$ cat src/rtl/decoder_pkg.sv
// Decoder package (shared slice): types the decoder and PC controller agree on.
//   pc_branch_mux_t : select encoding for the PC branch mux
//                     (PC_NEXT = sequential pc+4, PC_BRANCH = resolved target).
package decoder_pkg;

  typedef enum logic {
    PC_NEXT   = 1'b0,
    PC_BRANCH = 1'b1
  } pc_branch_mux_t;

endpackage

$ cat src/rtl/pc_ctrl_pkg.sv
// PC controller package: FSM state encoding and vector-table stride.
//   pc_ctrl_state_t : RUN / vector-table read / vector jump
//   VecStride       : byte distance between vector-table entries
package pc_ctrl_pkg;

  typedef enum logic [1:0] {
    PC_RUN     = 2'd0,
    PC_VEC_RD  = 2'd1,
    PC_VEC_JMP = 2'd2
  } pc_ctrl_state_t;

  localparam int VecStride = 4;

endpackage

$ cat src/rtl/pc_branch_mux.sv
// PC branch mux: chooses between the sequential PC and the branch target.
// Ports:
//   sel       in   pc_branch_mux_t  PC_NEXT / PC_BRANCH
//   pc_next   in   AddrWidth        sequential next PC
//   pc_branch in   AddrWidth        resolved branch/jump target
//   pc_out    out  AddrWidth        selected next PC
module pc_branch_mux
  import decoder_pkg::*;
#(
  parameter int AddrWidth = 32
) (
  input  pc_branch_mux_t       sel,
  input  logic [AddrWidth-1:0] pc_next,
  input  logic [AddrWidth-1:0] pc_branch,
  output logic [AddrWidth-1:0] pc_out
);

  assign pc_out = (sel == PC_BRANCH) ? pc_branch : pc_next;

endmodule

$ cat src/rtl/pc_ctrl.sv
// PC controller: owns the program counter, picks the next PC each cycle and
// sequences interrupt entry (vector-table read, then jump) and mret return.
// Ports:
//   clk, reset            core clock, synchronous active-high reset
//   stall                 freeze PC/FSM while in RUN
//   branch_taken,pc_branch resolved branch and its target
//   mret                  current instruction is mret
//   irq_pend, irq_id      pending interrupt request and its id
//   vec_rdata             vector-table data, valid the cycle after vec_req
//   pc                    current PC (registered)
//   pc_sel                branch mux select (combinational)
//   vec_req, vec_addr     vector-table read strobe and address
//   squash                invalidate the instruction at pc this cycle
//   irq_ack               one-cycle pulse when the vector jump commits
//   in_isr                handler active, further irq entry blocked
module pc_ctrl
  import decoder_pkg::*;
  import pc_ctrl_pkg::*;
#(
  parameter int                 AddrWidth   = 32,
  parameter int                 IdWidth     = 4,
  parameter logic [AddrWidth-1:0] ResetVector = 32'h0000_0000,
  parameter logic [AddrWidth-1:0] VecBase     = 32'h0000_1000
) (
  input  logic                 clk,
  input  logic                 reset,
  input  logic                 stall,
  input  logic                 branch_taken,
  input  logic [AddrWidth-1:0] pc_branch,
  input  logic                 mret,
  input  logic                 irq_pend,
  input  logic [IdWidth-1:0]   irq_id,
  input  logic [AddrWidth-1:0] vec_rdata,
  output logic [AddrWidth-1:0] pc,
  output pc_branch_mux_t       pc_sel,
  output logic                 vec_req,
  output logic [AddrWidth-1:0] vec_addr,
  output logic                 squash,
  output logic                 irq_ack,
  output logic                 in_isr
);

  localparam logic [AddrWidth-1:0] PcInc = AddrWidth'(4);

  pc_ctrl_state_t       state_q, state_d;
  logic [AddrWidth-1:0] pc_q, pc_d;
  logic [AddrWidth-1:0] ret_addr_q, ret_addr_d;
  logic [IdWidth-1:0]   irq_id_q, irq_id_d;
  logic                 in_isr_q, in_isr_d;
  logic                 vec_req_q, squash_q, irq_ack_q;
  logic [AddrWidth-1:0] pc_next;
  logic [AddrWidth-1:0] mux_out;

  assign pc_next = pc_q + PcInc;  // wraps silently
  assign pc_sel  = (state_q == PC_RUN && branch_taken) ? PC_BRANCH : PC_NEXT;

  pc_branch_mux #(
    .AddrWidth(AddrWidth)
  ) u_pc_branch_mux (
    .sel      (pc_sel),
    .pc_next  (pc_next),
    .pc_branch(pc_branch),
    .pc_out   (mux_out)
  );

  always_comb begin
    state_d    = state_q;
    pc_d       = pc_q;
    ret_addr_d = ret_addr_q;
    irq_id_d   = irq_id_q;
    in_isr_d   = in_isr_q;
    case (state_q)
      PC_RUN: begin
        if (stall) begin
          // everything holds
        end else if (irq_pend && !in_isr_q) begin
          // current instruction retires, so the return point is its successor
          ret_addr_d = mux_out;
          irq_id_d   = irq_id;
          state_d    = PC_VEC_RD;
        end else if (mret && in_isr_q) begin
          pc_d     = ret_addr_q;
          in_isr_d = 1'b0;
        end else begin
          pc_d = mux_out;
        end
      end
      PC_VEC_RD: begin
        state_d = PC_VEC_JMP;
      end
      PC_VEC_JMP: begin
        pc_d     = {vec_rdata[AddrWidth-1:2], 2'b00};
        in_isr_d = 1'b1;
        state_d  = PC_RUN;
      end
      default: begin
        state_d = PC_RUN;
      end
    endcase
  end

  // Moore outputs are registered from the next state so they line up with state_q.
  always_ff @(posedge clk) begin
    if (reset) begin
      state_q    <= PC_RUN;
      pc_q       <= ResetVector;
      ret_addr_q <= '0;
      irq_id_q   <= '0;
      in_isr_q   <= 1'b0;
      vec_req_q  <= 1'b0;
      squash_q   <= 1'b0;
      irq_ack_q  <= 1'b0;
    end else begin
      state_q    <= state_d;
      pc_q       <= pc_d;
      ret_addr_q <= ret_addr_d;
      irq_id_q   <= irq_id_d;
      in_isr_q   <= in_isr_d;
      vec_req_q  <= (state_d == PC_VEC_RD);
      squash_q   <= (state_d == PC_VEC_RD) || (state_d == PC_VEC_JMP);
      irq_ack_q  <= (state_d == PC_VEC_JMP);
    end
  end

  assign pc       = pc_q;
  assign in_isr   = in_isr_q;
  assign vec_req  = vec_req_q;
  assign squash   = squash_q;
  assign irq_ack  = irq_ack_q;
  assign vec_addr = VecBase + AddrWidth'(irq_id_q) * AddrWidth'(VecStride);

endmodule
$ cat config.mk
export PLATFORM = sky130hd
export DESIGN_NAME = pc_ctrl
export DESIGN_NICKNAME = d
export VERILOG_FILES = /design/src/rtl/decoder_pkg.sv /design/src/rtl/pc_ctrl_pkg.sv /design/src/rtl/pc_branch_mux.sv /design/src/rtl/pc_ctrl.sv
export SDC_FILE = /design/constraint.sdc
export NUM_CORES = 1
export LEC_CHECK = 0
export CAP_MARGIN = 0
export CELL_PAD_IN_SITES_DETAIL_PLACEMENT = 1
export CELL_PAD_IN_SITES_GLOBAL_PLACEMENT = 2
export CORE_MARGIN = 2
export CORE_UTILIZATION = 28
export DETAILED_ROUTE_END_ITERATION = 8
export PLACE_DENSITY_LB_ADDON = 0.1
export SLEW_MARGIN = 20
export SYNTH_ARGS = -nofsm -noshare
export SYNTH_HDL_FRONTEND = slang
export SYNTH_SLANG_ARGS = --single-unit
$ cat constraint.sdc
create_clock -name clk -period 4.3 [get_ports clk]
set_input_delay 1.29 -clock clk [delete_from_list [all_inputs] [get_ports clk]]
set_output_delay 1.29 -clock clk [all_outputs]
set_load 0.005 [all_outputs]
## Word level (Yosys, flattened, before mapping)

Index checks and enable logic that the tools add are counted.

- Register bits: 74
- Output and inout bits: 69

- Add/sub/neg operators: 2
- Equal/unequal tests: 7
- Multiplexer cells: 13
- Bitwise logic cells: 1
- Reduce and logical (&&, ||, !) cells: 10

Operators by type and width:

| kind | count |
|---|---|
| 2-to-1 mux 32 bit | 4 |
| one-hot mux 32 bit (2 select lines) | 1 |
| adder 32 x 3 -> 32 bit (second input constant) | 1 |
| adder 13 x 6 -> 14 bit (first input constant) | 1 |
| AND reduction 3 bit | 2 |
| equality test 2 x 1 -> 1 bit (second input constant) | 2 |
| equality test 2 bit (second input constant) | 2 |
| 2-to-1 mux 1 bit | 4 |
| 2-to-1 mux 2 bit | 2 |
| != test 2 bit (second input constant) | 2 |
| one-hot mux 2 bit (2 select lines) | 1 |
| AND reduction 4 bit | 1 |
| logical AND 1 bit | 3 |
| zero test 2 bit | 1 |
| != test 2 x 1 -> 1 bit (second input constant) | 1 |
| one-hot mux 1 bit (2 select lines) | 1 |
| nonzero test 2 bit | 1 |
| zero test 1 bit | 1 |
| logical OR 1 bit | 1 |
| NOT 1 bit | 1 |

## Logic depth before layout (Yosys ltp)

Gate-level depths: netlist (run 1).

- Word-level depth: 8
- Depth in mapped cells: 8
- Mapped depth without buffers: 6

## Cells and area by module

Synthesis (run 1) repeated with hierarchy kept, for this count alone.

- Cells, all modules: 513
- Area, all modules: 4,503.1 sq um

Modules (own cells, without submodules):

| module | times used | cells an instance | area an instance (sq um) | sequential area each (sq um) |
|---|---|---|---|---|
| pc_ctrl | 1 | 477 | 3,958.8 | 1,461.4 |
| pc_branch_mux | 1 | 36 | 544.3 | 0.0 |

## Least setup slack after synthesis (run 1)

OpenSTA, ideal clock, no wires.

- Path kind: in2out
- Start point: input port branch_taken
- End point: output port pc_sel
- Arrival: 2,112 ps
- Data required time: 3,010 ps
- Setup slack: 898 ps
- Stages on the path: 5
- Path buffers: 3
- Cell sequence: or3b_1 buf_2 inv_4 buf_6 buf_4

- Cells in the longest elaborated chain, start to end: 2

RTL lines:

| item | RTL line | RTL |
|---|---|---|
| from (decl) | pc_ctrl.sv:28 | `input logic branch_taken,` |
| logical AND 1 bit | pc_ctrl.sv:55 | `assign pc_sel = (state_q == PC_RUN && branch_taken) ? PC_BRANCH : PC_NEXT;` |
| 2-to-1 mux 1 bit | pc_ctrl.sv:55 |  |
| to (decl) | pc_ctrl.sv:35 | `output pc_branch_mux_t pc_sel,` |

Every way passes these cells.

## Final worst setup path (run 1)

Ends and elaborated chain as after synthesis.

==> metrics.md, run 1 <==
| Metric | Value |
|---|---|
| GRT Total Usage | 21.16% |
| Clk slew on worst S/H paths | 0.06 ns |
| Num rows | 46 |
| Top routing layer in use | met4 |
| Worst hold endpoint | irq_id_q[3]$_SDFFE_PP0P_ |
| Remaining global-route overflow | 0 |
| Post-synthesis mux area share | 1.982% |
| Clock Latency Late Sink | 0.34 ns |
| Post-synth EDFFs | 0 |
| Rel. slew slack | 44.79% |
| Design Area, Final | 6087 um^2 |
| Largest net degree at the start of global routing | 44 |
| Worst r2r src | state_q[1]$_SDFF_PP0_ |
| DRC errors left | 0 |
| Status | finished clean |
| Number of fill cells | 1924 |
| Crit path time final | 4.131 ns |
| Setup TNS Final | 0 ns |
| Min-delay worst type | flop to flop |
| Ant. Diodes | 0 |
| Final WL | 17.98 mm |
| CTS Root Buffer Type | clkbuf_16 |
| Layout cells sized above 1 | 7.010% |
| Post-CTS Setup Repair Bufs | 0 |
| Max-slew violation count | 0 |
| Crit path kind | input pin to primary output |
| Die width | 131.4 um |
| WP data required | 3.01 ns |
| WL/cell | 19.65 um |
| Distinct cells, synth | 63 |
| Hold path depth | 2 |
| Synth Area in Adders | 0.2753% |
| Final Skew | 0.007843 ns |
| Syn avg cell area | 7.638 um^2 |
| Hold Crit Start | irq_id_q[3]$_SDFFE_PP0P_ |
| Max cap viols | 0 |
| WL met3 | 708 um |
| Clk sinks | 73 |
| Die ar. | 17260 um^2 |
| Pwr/cell area | 327.0 nW/um^2 |
| Vias per inst | 5.311 |
| HPWL after DPL | 13.15 mm |
| Cts repair resizes | 0 |
| Ys Warns | 0 |
| Via count | 4860 |
| Final hold slack | 0.4558 ns |
| Nets@finish | 769 |
| Crit Path Max Fanout | 2 |
| R2R Path End | pc[3]$_SDFFE_PP0P_ |
| XOR/XNOR Fraction of Synth Area | 3.855% |
| Dpl cell area | 5766 um^2 |
| Most frequent cells in the layout | clkdlybuf4s50_1 (111), nor2_1 (89), dfxtp_1 (73) |
| Starting Density | 28.61% |
| Initial drt markers | 229 |
| Core ar. | 15890 um^2 |
| Worst Reg-to-Reg Cells | 7 |
| Area occupied by registers | 1461 um^2 |
| CP endpoint kind | primary output |
| Final hold viol count | 0 |
| Static Leak | 2.218 nW |
| #FFs+latches synth | 73 |
| Synth Flop Type | dfxtp_1 |
| Clock tree buffer depth | 2 |
| Placed Cells | 899 |
| Port bufs | 112 |
| Synth Cell Area | 4544 um^2 |
| CTS tree | yes |
| GPL Wtd Cong | 0.8333 |
| Slew @ Worst Pin | 0.8282 ns |
| Hold-fix buffers, CTS | 0 |
| I/O pins | 143 |
| Multi-input gate area | 2739 um^2 |
| Initial antenna violation count | 0 |
| Worst Setup Start Kind | input pin |
| Fmax | 242.1 MHz |
| Met1 WL | 8.321 mm |
| Simple-gate share of the synthesized area | 27.40% |
| Worst VDD drop | 0.0001793 V |
| Post-synthesis sequential area ratio | 32.16% |
| CTS buffer count | 9 |
| Flop-to-flop setup slack | 1.98 ns |
| Vias in the first global route | 5142 |
| Final Setup Violations | 0 |
| First drt pass iteration count | 4 |
| Htree depth | 3 |
| Final ANT Viol Nets | 0 |
| First-pass GRT wire length | 28.92 mm |
| Detail Route met2 WL | 8.517 mm |
| CP arrival | 2.84 ns |
| Commonest non-fill, non-tap cell in the layout | clkdlybuf4s50_1 |
| Crit share post-route | 96.06% |
| FFs w/ async S/R, synth | 0% |
| Final Non-Filler Cells | 915 |
| Die Y | 131.4 um |
| Syn-to-layout area delta | 33.95% |
| RSZ-0062 raised after global routing | false |
| Largest family of logic cells by synthesized area | simple AND/OR/NAND/NOR gates |
| Cell count after synthesis | 595 |
| Synth Area in Compound Gates | 24.45% |
==> how the worst max path moves through the flow <==
| stage | from | cells after the start | slack, ns | to |
|---|---|---|---|---|
| after floorplan | branch_taken | 5 | 0.90 | pc_sel |
| after detailed placement | branch_taken | 4 | 0.16 | pc_sel |
| final | branch_taken | 4 | 0.17 | pc_sel |
| after CTS | branch_taken | 4 | 0.16 | pc_sel |
| after global routing | branch_taken | 4 | 0.11 | pc_sel |
| after global placement | branch_taken | 4 | 0.16 | pc_sel |
==> per-stage QoR <==
step	setup slack, ns	utilization, %	power [mW]
2_1_floorplan	0.8975	-	0.9853
3_3_place_gp	0.1565	36.29	1.156
3_5_place_dp	0.1615	36.29	1.166
4_1_cts	0.1571	38.32	2.007
5_1_grt	0.1138	38.32	2.080
6_report	0.1693	38.32	1.990
==> Yosys cell counts (5+ instances only) <==
master | number | area (um^2)
o21ai_0 | 15 | 75.07
dfxtp_1 | 73 | 1461
or3_1 | 5 | 31.28
and3_1 | 21 | 131.4
nor4_1 | 6 | 37.54
o22ai_1 | 16 | 100.1
nand4_1 | 15 | 93.84
a221oi_1 | 10 | 87.58
a22oi_1 | 10 | 75.07
o221ai_1 | 11 | 96.34
nand3_1 | 16 | 80.08
xnor2_1 | 9 | 78.83
o211ai_1 | 10 | 75.07
buf_2 | 10 | 50.05
mux2i_1 | 9 | 90.09
nand2b_1 | 8 | 50.05
a211oi_1 | 22 | 165.2
clkbuf_1 | 24 | 90.09
a21oi_1 | 45 | 225.2
nand2_1 | 57 | 214.0
nor3_1 | 8 | 40.04
xor2_1 | 11 | 96.34
nor2_1 | 89 | 334.1
buf_4 | 30 | 225.2
==> report_power, final <==
part | switching (mW) | internal, mW | leakage, nW
sequential | 0.0578 | 0.718 | 0.597
clock | 0.317 | 0.524 | 0.159
combinational | 0.185 | 0.188 | 1.46
total | 0.560 | 1.43 | 2.22
==> registers in the layout, summed over array words and instances (netlist names) <==
name and cells:
pc 32, ret_addr_q 32, irq_id_q 4, state_q 2
in_isr 1, squash 1, vec_req 1
==> cell families after synthesis <==
family,Yosys count
simple gates,250
compound gates,164
buf+inv,76
flops,73
xor+xnor,20
mux,9
other cells,2
fa+ha+maj,1
==> layout make-up <==
class                      count  area share, %
tap                          216          4.440
clock buffer                  11          3.988
clock inverter                 5          1.295
timing repair buffer         133          20.92
inverter                       5         0.3494
sequential                    73          24.01
multi-input combinational    472          44.99
==> metal layers <==
layer	global-route usage, %	vias to the layer above
li1	-	2327
met1	27.31	2386
met2	35.35	121
met3	3.434	26
met4	8.273	0
met5	0	-
==> critical path, cell delays in order <==
cell             delay, ns
clkdlybuf4s50_1       0.54
or3b_1                0.43
inv_4                 0.09
clkdlybuf4s50_1       0.49
No activity file was read; power rests on OpenSTA's default activity.
==> run 2, diff against run 1 <==
Settings changed: SLEW_MARGIN 20 to default.
==> results of run 2 <==
Final layout, timing and power as in run 1 (identical DEF).
